File: config.mk
export PLATFORM = sky130hd
export DESIGN_NAME = seq_shift_add_mult
export DESIGN_NICKNAME = d
export VERILOG_FILES = /design/src/rtl/mult_pkg.sv /design/src/rtl/full_adder.sv /design/src/rtl/half_adder.sv /design/src/rtl/rca_adder.sv /design/src/rtl/seq_shift_add_mult.sv
export SDC_FILE = /design/constraint.sdc
export NUM_CORES = 1
export LEC_CHECK = 0
export BUFFER_PORTS_ARGS = -buffer_cell sky130_fd_sc_hd__buf_4
export CORE_ASPECT_RATIO = 1.25
export CORE_MARGIN = 1
export CORE_UTILIZATION = 53
export CTS_CLUSTER_DIAMETER = 120
export DETAILED_ROUTE_END_ITERATION = 7
export GPL_TIMING_DRIVEN = 0
export PLACE_DENSITY = 0.74
export SYNTH_ARGS = -nofsm -noshare
export SYNTH_HDL_FRONTEND = slang
export SYNTH_SLANG_ARGS = --single-unit
File: constraint.sdc
create_clock -name clk -period 8.83 [get_ports clk]
set_clock_uncertainty 0.2 [all_clocks]
set_input_delay 1.766 -clock clk [delete_from_list [all_inputs] [get_ports clk]]
set_output_delay 1.766 -clock clk [all_outputs]
set_load 0.03 [all_outputs]
File: src/rtl/mult_pkg.sv
`default_nettype none
// ============================================================================
//  Module      : mult_pkg
//  Description : Shared types and constants for the sequential shift-and-add
//                multiplier: FSM state encoding, default operand width and a
//                ceiling-log2 helper used to size the iteration counter.
//  Revision    : 1.0 - initial release
// ============================================================================
package mult_pkg;

  localparam int DEFAULT_WIDTH = 8;

  typedef enum logic [1:0] {
    IDLE = 2'd0,
    RUN  = 2'd1,
    DONE = 2'd2
  } state_t;

  // Smallest r such that 2**r >= value (returns 1 for value <= 2).
  function automatic int clog2(input int value);
    int r;
    r = 1;
    while ((1 << r) < value) r++;
    return r;
  endfunction

endpackage
`default_nettype wire

File: src/rtl/full_adder.sv
`default_nettype none
// ============================================================================
//  Module      : full_adder
//  Description : Single-bit full adder cell.
//  Ports       : a, b  - addend bits
//                cin   - carry in
//                s     - sum bit
//                cout  - carry out
//  Revision    : 1.0 - initial release
// ============================================================================
module full_adder (
  input  logic a,
  input  logic b,
  input  logic cin,
  output logic s,
  output logic cout
);
  assign s    = a ^ b ^ cin;
  assign cout = (a & b) | (cin & (a ^ b));
endmodule
`default_nettype wire

File: src/rtl/half_adder.sv
`default_nettype none
// ============================================================================
//  Module      : half_adder
//  Description : Single-bit half adder cell.
//  Ports       : a, b  - addend bits
//                s     - sum bit
//                c     - carry out
//  Revision    : 1.0 - initial release
// ============================================================================
module half_adder (
  input  logic a,
  input  logic b,
  output logic s,
  output logic c
);
  assign s = a ^ b;
  assign c = a & b;
endmodule
`default_nettype wire

File: src/rtl/rca_adder.sv
`default_nettype none
// ============================================================================
//  Module      : rca_adder
//  Description : N-bit combinational ripple-carry adder. Bit 0 is a half
//                adder (no carry in); bits 1..N-1 are full adders.
//  Ports       : x, y  - N-bit addends
//                s     - N-bit sum
//                cout  - carry out of the MSB
//  Revision    : 1.0 - initial release
// ============================================================================
module rca_adder
  import mult_pkg::*;
#(
  parameter int N = 2 * DEFAULT_WIDTH
) (
  input  logic [N-1:0] x,
  input  logic [N-1:0] y,
  output logic [N-1:0] s,
  output logic         cout
);

  // w_carry[i] is the carry out of bit i.
  logic [N-1:0] w_carry;

  half_adder u_ha (
    .a (x[0]),
    .b (y[0]),
    .s (s[0]),
    .c (w_carry[0])
  );

  for (genvar i = 1; i < N; i++) begin : g_fa
    full_adder u_fa (
      .a    (x[i]),
      .b    (y[i]),
      .cin  (w_carry[i-1]),
      .s    (s[i]),
      .cout (w_carry[i])
    );
  end

  assign cout = w_carry[N-1];

endmodule
`default_nettype wire

File: src/rtl/seq_shift_add_mult.sv
`default_nettype none
// ============================================================================
//  Module      : seq_shift_add_mult
//  Description : Sequential unsigned shift-and-add multiplier. One partial
//                product row is added per clock through a single ripple-carry
//                adder; operands and product use valid/ready handshakes.
//  Ports       : clk, rst_n          - clock, async active-low reset
//                in_valid/in_ready   - operand handshake
//                a, b                - WIDTH-bit multiplicand / multiplier
//                out_valid/out_ready - product handshake
//                product             - 2*WIDTH-bit result
//                busy                - high while iterating
//  Options     : SEQ_MULT_EARLY_TERM_EN - finish as soon as the remaining
//                multiplier bits are all zero.
//  Revision    : 1.0 - initial release
// ============================================================================
module seq_shift_add_mult
  import mult_pkg::*;
#(
  parameter int WIDTH = DEFAULT_WIDTH
) (
  input  logic               clk,
  input  logic               rst_n,
  input  logic               in_valid,
  output logic               in_ready,
  input  logic [WIDTH-1:0]   a,
  input  logic [WIDTH-1:0]   b,
  output logic               out_valid,
  input  logic               out_ready,
  output logic [2*WIDTH-1:0] product,
  output logic               busy
);

  localparam int PW = 2 * WIDTH;
  // One extra count of headroom so the counter never wraps when early
  // termination lets RUN last WIDTH+1 cycles.
  localparam int CW = clog2(WIDTH + 1);
  localparam logic [CW-1:0] CNT_ONE = CW'(1);
`ifndef SEQ_MULT_EARLY_TERM_EN
  localparam logic [CW-1:0] CNT_LAST = CW'(WIDTH - 1);
`endif

  state_t           r_state;
  logic [PW-1:0]    r_acc;
  logic [PW-1:0]    r_mcand_sh;
  logic [WIDTH-1:0] r_mplier_sh;
  logic [CW-1:0]    r_cnt;
  logic [PW-1:0]    r_product;
  logic             r_in_ready;
  logic             r_out_valid;
  logic             r_busy;

  logic [PW-1:0]    w_addend;
  logic [PW-1:0]    w_sum;
  logic             w_cout_unused;  // acc + mcand_sh always fits in PW bits

  assign w_addend = r_mplier_sh[0] ? r_mcand_sh : '0;

  rca_adder #(.N(PW)) u_rca (
    .x    (r_acc),
    .y    (w_addend),
    .s    (w_sum),
    .cout (w_cout_unused)
  );

  always_ff @(posedge clk or negedge rst_n) begin
    if (!rst_n) begin
      r_state     <= IDLE;
      r_acc       <= '0;
      r_mcand_sh  <= '0;
      r_mplier_sh <= '0;
      r_cnt       <= '0;
      r_product   <= '0;
      r_in_ready  <= 1'b1;
      r_out_valid <= 1'b0;
      r_busy      <= 1'b0;
    end else begin
      case (r_state)
        IDLE: begin
          if (in_valid) begin
            r_mcand_sh  <= {{WIDTH{1'b0}}, a};
            r_mplier_sh <= b;
            r_acc       <= '0;
            r_cnt       <= '0;
            r_state     <= RUN;
            r_in_ready  <= 1'b0;
            r_busy      <= 1'b1;
          end
        end

        RUN: begin
`ifdef SEQ_MULT_EARLY_TERM_EN
          // Remaining multiplier bits all zero: acc already holds the answer.
          if (r_mplier_sh == '0) begin
            r_product   <= r_acc;
            r_state     <= DONE;
            r_busy      <= 1'b0;
            r_out_valid <= 1'b1;
          end else begin
            r_acc       <= w_sum;
            r_mcand_sh  <= r_mcand_sh << 1;
            r_mplier_sh <= r_mplier_sh >> 1;
            r_cnt       <= r_cnt + CNT_ONE;
          end
`else
          r_acc       <= w_sum;
          r_mcand_sh  <= r_mcand_sh << 1;
          r_mplier_sh <= r_mplier_sh >> 1;
          r_cnt       <= r_cnt + CNT_ONE;
          // Last iteration: capture the sum including this row directly.
          if (r_cnt == CNT_LAST) begin
            r_product   <= w_sum;
            r_state     <= DONE;
            r_busy      <= 1'b0;
            r_out_valid <= 1'b1;
          end
`endif
        end

        DONE: begin
          if (out_ready) begin
            r_state     <= IDLE;
            r_out_valid <= 1'b0;
            r_in_ready  <= 1'b1;
          end
        end

        default: begin
          r_state     <= IDLE;
          r_in_ready  <= 1'b1;
          r_out_valid <= 1'b0;
          r_busy      <= 1'b0;
        end
      endcase
    end
  end

  assign in_ready  = r_in_ready;
  assign out_valid = r_out_valid;
  assign product   = r_product;
  assign busy      = r_busy;

endmodule
`default_nettype wire

# Word-level counts from Yosys, hierarchy flattened

Cells that the tools add are included.

Add/sub/neg operators: 1
Equal/unequal tests: 6
Muxes and demuxes: 22
Bitwise operators: 77
Reductions and logical operators: 8

Operator list:

| cell                  | count |
|---|---|
| $pmux W16 S2          | 2 |
| $mux W16              | 3 |
| $xor A1 B1 Y1         | 31 |
| $and A1 B1 Y1         | 29 |
| $pmux W8 S2           | 1 |
| $or A1 B1 Y1          | 14 |
| $reduce_and A3 Y1     | 4 |
| $pmux W1 S3           | 3 |
| $mux W8               | 1 |
| $pmux W4 S2           | 1 |
| $mux W1               | 6 |
| $mux W2               | 3 |
| $ne A2 B2 Y1 const B  | 3 |
| $pmux W2 S3           | 1 |
| $add A4 B1 Y4 const B | 1 |
| $eq A4 B3 Y1 const B  | 1 |
| $mux W4               | 1 |
| $reduce_and A2 Y1     | 2 |
| $not A1 Y1            | 3 |
| $eq A2 B1 Y1 const B  | 1 |
| $eq A2 B2 Y1 const B  | 1 |
| $logic_not A2 Y1      | 1 |
| $reduce_bool A2 Y1    | 1 |

Flip-flop bits (word level): 65
Input port bits: 20
Output and inout bits: 19
Logic and storage cells: 123

# Longest topological paths before layout

Gate-level depths: netlist (run 1).

Depth in word-level cells: 32
Gate-level depth with buffers: 22
Gate-level depth less buffers: 21

# Modules after synthesis

A second synthesis (run 1) with hierarchy kept.

Cell total of the unflattened synthesis: 248
Area total of the unflattened synthesis: 3120.5 um^2

By module, submodules not included:

| module             | times used | cells an instance | area each (um^2) | sequential area each (um^2) |
|---|---|---|---|---|
| seq_shift_add_mult | 1          | 232               | 2807.7           | 1627.8 |
| full_adder         | 15         | 1                 | 20.0             | 0.0 |
| half_adder         | 1          | 1                 | 12.5             | 0.0 |

# Worst setup path before layout (run 1)

No wires, ideal clock.

Path type: register -> register
Start: register r_mplier_sh[0]
End: register r_product[14] (netlist: product[14])
Library setup time: 0.125 ns
Arrival: 6.872 ns
Required time: 8.505 ns
Setup slack: 1.633 ns
Stages on the path, launching flop included: 20
Path buffers: 2
Clock period less this slack: 7.197 ns
Cells stage by stage: dfrtp_1 -> clkbuf_1 -> clkbuf_1 -> nand2_1 -> fa_1 -> fa_1 -> fa_1 -> fa_1 -> fa_1 -> fa_1 -> fa_1 -> fa_1 -> fa_1 -> fa_1 -> fa_1 -> fa_1 -> inv_1 -> fa_1 -> fa_1 -> mux2_4

Cells in the longest elaborated chain, start to end: 29
Elaborated cells on any way between the ends: 56
Those cells by class: mux: 1; bitwise: 55

RTL lines:

| what                                           | line                               | text |
|---|---|---|
| start: declaration                             | seq_shift_add_mult.sv:46           | `logic [WIDTH-1:0] r_mplier_sh;` |
| start signal: assignment                       | seq_shift_add_mult.sv:108          | `r_mplier_sh <= r_mplier_sh >> 1;` |
| $mux W16 *                                     | seq_shift_add_mult.sv:57           | `assign w_addend = r_mplier_sh[0] ? r_mcand_sh : '0;` |
| $and A1 B1 Y1 or $xor A1 B1 Y1 (tied branches) | half_adder.sv:17, full_adder.sv:19 |  |
| $and A1 B1 Y1                                  | full_adder.sv:19                   | `assign cout = (a & b) \| (cin & (a ^ b));` |
| $or A1 B1 Y1                                   | full_adder.sv:19                   |  |
| $and A1 B1 Y1                                  | full_adder.sv:19                   |  |
| $or A1 B1 Y1                                   | full_adder.sv:19                   |  |
| $and A1 B1 Y1                                  | full_adder.sv:19                   |  |
| $or A1 B1 Y1                                   | full_adder.sv:19                   |  |
| [14 not listed]                                | -                                  |  |
| $and A1 B1 Y1                                  | full_adder.sv:19                   |  |
| $or A1 B1 Y1                                   | full_adder.sv:19                   |  |
| $and A1 B1 Y1                                  | full_adder.sv:19                   |  |
| $or A1 B1 Y1                                   | full_adder.sv:19                   |  |
| $and A1 B1 Y1                                  | full_adder.sv:19                   |  |
| $or A1 B1 Y1                                   | full_adder.sv:19                   |  |
| $xor A1 B1 Y1 *                                | full_adder.sv:18                   | `assign s = a ^ b ^ cin;` |
| named net u_rca.g_fa[14].u_fa.s                | full_adder.sv:15                   | `output logic s,` |
| end signal: assignment                         | seq_shift_add_mult.sv:112          | `r_product <= w_sum;` |
| end: declaration                               | seq_shift_add_mult.sv:48           | `logic [PW-1:0] r_product;` |

Mark *: on every way through the listed nets, which the timed path passes. The rest lies on a longest branch.
A chain may end at the register's enable or synchronous reset.

# Worst setup path after layout (run 1)

Ends and elaborated chain as after synthesis.

==> results.py, run 1 <==
metrics = {
    "die": {
        "fp.dieW_um": 69.2,
        "die_area_mm2": 0.00595,
        "initial_core_util": 0.549,
        "io-pin-count": 39,
        "core_area_mm2": 0.00544,
        "fp.dieH_um": 86.0,
        "rows": 30,
    },
    "clock_tree": {
        "cts_max_level": 3,
        "cts_setup_buffers": 0,
        "cts-root-buf": "clkbuf_8",
        "clockBufferDepth": 2,
        "holdBufCountCts": 0,
        "path_clk_slew_ns": 0.07,
        "cts_resized": 0,
        "numCtsBuffers": 9,
        "cts_tree": "built",
        "clk-insertion-delay-late_ns": 0.34,
        "cts.sinks": 65,
    },
    "critical_path": {
        "worstSetupPathType": "flop to flop",
        "startpoint_type": "flop",
        "critPathArrivalTime_ns": 7.87,
        "cp_max_fo": 10,
        "required_ns": 8.85,
        "end_kind": "flop",
        "r2r_cells": 19,
    },
    "yosys": {
        "synth_ff_type": "dfrtp_1",
        "synth_cell_types": 32,
        "synth_commonest_cells": "dfrtp_1, o21ai_0, nand2_1, inv_1",
        "synth.area.top_cells": "dfrtp_1, fa_1, o21ai_0",
        "ys_ff_latch": 65,
        "synth.largest_area_cell": "dfrtp_1",
        "syn_nets": 311,
        "syn_avg_cell_area_um2": 10.9,
        "ys_seq_area_frac": 0.545,
        "netlist_area_mm2": 0.00299,
        "syn_inst": 275,
        "yosysWarnings": 0,
        "async_flop_share": 1.00,
        "synth_edf_count": 0,
        "yosysMostFrequentCell": "dfrtp_1",
        "synth_top_cell_area_share": 0.536,
    },
    "hold_path": {
        "min_path_type": "flop to flop",
        "holdPathStages": 2,
    },
    "drt": {
        "post_drt_via_cell_ratio": 5.53,
        "drc": 0,
        "drt_pass1_iterations": 4,
        "vias": 2174,
        "drt_wl_total_um": 6260,
        "wire_per_inst_um": 15.9,
        "drtAntennaViolNets": 0,
        "drt-initial-drc-count": 111,
    },
    "timing": {
        "fin_crit_ns": 7.85,
        "rsz0062_at_grt": "no",
        "max_freq_mhz": 127,
        "worst_pin_slew_ns": 0.795,
        "hold_ws_ns": 0.285,
        "finalSetupViolCount": 0,
        "tns_ns": 0,
        "setup_ws_ns": 0.977,
        "fin_crit_sh": 0.889,
        "hold_viol": 0,
        "slew_violations": 0,
        "relSlewSlack": 0.470,
    },
    "finish": {
        "fin_area_mm2": 0.00356,
        "final_cell_count_no_fill": 393,
        "area_delta_synth_final_pct": 19.2,
        "antenna_cells": 0,
        "finish.utilization": 0.654,
        "final_net_count": 360,
        "drive_gt1_frac": 0.201,
    },
    "power_and_ir_drop": {
        "power.share.sequential": 0.396,
        "p_per_area_mw_per_mm2": 361,
        "pwr-share-comb": 0.401,
        "swShare": 0.389,
        "ir_drop_mv": 0.175,
        "power_mw": 1.29,
        "p_leak_nw": 1.58,
        "switchingPower_mw": 0.501,
        "intPower_mw": 0.786,
        "pwr-share-clk": 0.203,
    },
    "global_routing": {
        "grt_max_degree": 66,
        "grt_antenna_before_repair": 0,
        "first_global_vias": 2224,
        "grt_pass1_wl_um": 10800,
        "grtUsageTotal": 0.236,
        "grt.overflow.total": 0,
    },
    "placed_design": {
        "place_hpwl_um": 4340,
        "placed_area_mm2": 0.00335,
        "place_ws_ns": 1.01,
        "portBuffers": 38,
        "dp_cells": 377,
        "gp_congestion": 0.796,
    },
    "run_status": {
        "status": "completed",
    },
    "run": {
        "maxCapViolCount": 0,
    },
}
==> critical path, cell delays in order (launching register included) <==
cell and delay [ns]:
dfrtp_1 0.32, clkbuf_1 0.30, clkbuf_1 0.45, nand2_1 0.17
fa_1 0.47, fa_1 0.44, fa_1 0.44, fa_1 0.45
fa_1 0.43, fa_1 0.43, fa_1 0.43, fa_1 0.44
fa_1 0.44, fa_1 0.44, fa_1 0.44, fa_1 0.41
inv_1 0.09, fa_1 0.22, fa_1 0.47, mux2_4 0.28
==> logic make-up after synthesis <==
family          Yosys count  share of synthesized area
xor+xnor                  2                    0.00586
fa+ha+maj                16                      0.102
mux                       3                     0.0151
buf+inv                  35                     0.0515
compound gates           92                      0.188
simple gates             62                     0.0933
flops                    65                      0.545
==> metal layers <==
metal,up-vias,global-route usage,share of wire,wire [µm]
li1,1039,-,-,-
met1,1079,0.321,0.45,2820
met2,49,0.379,0.50,3160
met3,7,0.0353,0.032,198
met4,0,0.106,0.013,81
met5,-,0,0,0
==> power by group through the flow <==
stage / clock (mW) / combinational (mW) / sequential [mW]
after detailed placement: 0 / 0.518 / 0.513
after global routing: 0.280 / 0.576 / 0.526
after CTS: 0.265 / 0.521 / 0.509
after global placement: 0 / 0.499 / 0.507
final: 0.261 / 0.516 / 0.510
after floorplan: 0 / 0.283 / 0.569
==> sequential cells by signal, indices dropped and copies added, names as in the netlist <==
register and flops:
in_ready 1, out_valid 1, product 16, r_state 2, r_mcand_sh 16, busy 1, r_acc 16, r_mplier_sh 8
r_cnt 4
==> worst paths after layout <==
| path | start | to | slack, ns |
|---|---|---|---|
| worst max-delay path | r_mplier_sh[0] | product[14] | 0.98 |
| worst min-delay path | r_mplier_sh[5] | r_mplier_sh[5] | 0.29 |
| worst max register to register | r_mplier_sh[0] | product[14] | 0.98 |
| worst min register to register | r_mplier_sh[5] | r_mplier_sh[5] | 0.29 |
| max in group asynchronous | rst_n | product[12] | 6.60 |
| min in group asynchronous | rst_n | product[3] | 1.30 |
==> layout make-up <==
class	count	area [µm²]
timing repair buffer	38	285
clock inverter	2	35.0
clock buffer	14	173
multi-input combinational	175	1210
tap	64	80.1
sequential	65	1630
fill	454	1880
inverter	17	63.8
buffer	18	90.1
==> layout by cell type (no fill, tap or decap), types with 2 or more instances in the layout <==
master,instances
ha_1,2
dfrtp_1,64
mux2_4,3
buf_4,38
buf_2,6
nand3_1,2
a22oi_1,14
nor2b_1,3
o21ai_0,51
and2_1,3
fa_1,14
a22o_1,12
xnor2_1,2
clkbuf_1,12
buf_6,2
nand2_1,47
inv_1,17
o21ai_1,8
clkbuf_8,12
Power figures use the tool's default switching activity.
==> run 2, diff against run 1 <==
--- a/config.mk
+++ b/config.mk
@@ -12,7 +12,7 @@
 export CTS_CLUSTER_DIAMETER = 120
 export DETAILED_ROUTE_END_ITERATION = 7
 export GPL_TIMING_DRIVEN = 0
-export PLACE_DENSITY = 0.74
+export PLACE_DENSITY = 0.78
 export SYNTH_ARGS = -nofsm -noshare
 export SYNTH_HDL_FRONTEND = slang
 export SYNTH_SLANG_ARGS = --single-unit
==> run 2 against run 1 <==
First-iteration DRC count is 59% higher; fmax grew 0.93%; global-route usage down 0.60 points; critical path type unchanged; largest power group unchanged.
==> results.py, run 2 (same netlist as run 1, synthesis figures left out) <==
metrics = {
    "critical_path": {
        "r2r_cells": 19,
        "startpoint_type": "flop",
        "required_ns": 8.86,
        "r2r-end": "product[14]",
        "r2r_setup_slack_ns": 1.05,
        "crit_start": "r_mplier_sh[0]",
        "rr_startpoint": "r_mplier_sh[0]",
        "worstSetupPathType": "flop to flop",
        "critPathArrivalTime_ns": 7.81,
        "end_kind": "flop",
        "cp_max_fo": 10,
    },
    "hold_path": {
        "hp-start": "r_acc[8]",
        "hold_path_end": "r_acc[8]",
        "holdPathStages": 2,
        "min_path_type": "flop to flop",
    },
    "die": {
        "rows": 30,
        "fp.dieH_um": 86.0,
        "die_area_mm2": 0.00595,
        "core_area_mm2": 0.00544,
        "initial_core_util": 0.549,
        "fp.dieW_um": 69.2,
        "io-pin-count": 39,
    },
    "power_and_ir_drop": {
        "p_leak_nw": 1.58,
        "ir_drop_mv": 0.191,
        "power_mw": 1.31,
        "p_per_area_mw_per_mm2": 366,
    },
    "placed_design": {
        "gp_congestion": 0.819,
        "place_hpwl_um": 4290,
        "placed_area_mm2": 0.00335,
        "portBuffers": 38,
    },
    "finish": {
        "final_common_cell": "dfrtp_1",
        "fin_area_mm2": 0.00358,
        "mostFrequentLayoutCells": "dfrtp_1, o21ai_0, nand2_1",
        "drive_gt1_frac": 0.198,
        "area_delta_synth_final_pct": 19.7,
        "antenna_cells": 0,
        "finish.utilization": 0.657,
        "final_net_count": 360,
    },
    "clock_tree": {
        "cts_setup_buffers": 0,
        "cts_tree": "built",
        "clk-insertion-delay-late_ns": 0.34,
        "cts_max_level": 3,
        "cts-root-buf": "clkbuf_8",
        "path_clk_slew_ns": 0.07,
        "numCtsBuffers": 9,
        "holdBufCountCts": 0,
        "cts.sinks": 65,
        "clockBufferDepth": 2,
        "cts_resized": 0,
    },
    "drt": {
        "post_drt_via_cell_ratio": 5.63,
        "drt_pass1_iterations": 4,
        "drc": 0,
        "vias": 2212,
        "drt-initial-drc-count": 176,
        "drt_wl_total_um": 6280,
        "drtAntennaViolNets": 0,
        "wire_per_inst_um": 16.0,
    },
    "global_routing": {
        "grt_max_degree": 66,
        "grt_antenna_before_repair": 0,
        "first_global_vias": 2200,
        "grt.overflow.total": 0,
        "grtUsageTotal": 0.230,
        "grt_pass1_wl_um": 10400,
    },
    "timing": {
        "fin_crit_sh": 0.881,
        "finalSetupViolCount": 0,
        "worst_pin_slew_ns": 0.809,
        "relSlewSlack": 0.461,
        "rsz0062_at_grt": "no",
        "fin_crit_ns": 7.78,
        "max_freq_mhz": 129,
        "slew_violations": 0,
        "hold_viol": 0,
        "tns_ns": 0,
    },
    "run": {
        "maxCapViolCount": 0,
    },
    "run_status": {
        "status": "completed",
    },
}
run 2: cell types whose count changed in the layout (fill, tap and decap cells not counted), sizes merged:
cell    before  now
bufinv       1    2
clkinv       1    0
run 2: power by group:
part           total [mW]  leakage, nW  switching (mW)  internal [mW]
clock network       0.287        0.111           0.112          0.175
registers           0.510        0.849          0.0848          0.426
logic               0.511        0.624           0.306          0.205
total                1.31         1.58           0.503          0.806
run 2: final cells by class:
type,count,area (µm²)
Fill cell,444,1870
Sequential cell,65,1630
Multi-Input combinational cell,175,1210
Timing Repair Buffer,38,285
Clock buffer,14,163
Buffer,18,90.1
Tap cell,64,80.1
Inverter,17,63.8
Clock inverter,2,60.1
run 2: critical path, cell delays in order, from the launching register on:
cell      delay [ns]
dfrtp_1         0.32
clkbuf_1        0.32
clkbuf_1        0.43
nand2_1         0.16
fa_1            0.48
fa_1            0.44
fa_1            0.43
fa_1            0.44
fa_1            0.44
fa_1            0.43
fa_1            0.43
fa_1            0.44
fa_1            0.43
fa_1            0.45
fa_1            0.43
fa_1            0.40
inv_1           0.09
fa_1            0.20
fa_1            0.45
mux2_4          0.28
run 2: through the flow:
step	worst slack [ns]	std cells	hold slack, ns
final	1.05	393	0.291
after global routing	0.742	393	0.316
after CTS	0.984	393	0.291
after detailed placement	1.07	377	0.276
after global placement	1.07	377	0.263
after floorplan	1.63	275	0.250
run 2: worst max-delay path by stage:
stage,cells past startpoint,endpoint
after floorplan,19,product[14]
after global placement,19,product[14]
after detailed placement,19,product[14]
after CTS,19,product[14]
after global routing,19,product[14]
final,19,product[14]
run 2: metal layers:
layer  routed length, µm  part of all wire  up-vias  GRT usage
met5                   0                 0        -          0
li1                    -                 -     1036          -
met3                 255             0.041       21     0.0482
met4                 209             0.033        0      0.145
met1                2790              0.44     1096      0.298
met2                3030              0.48       59      0.355
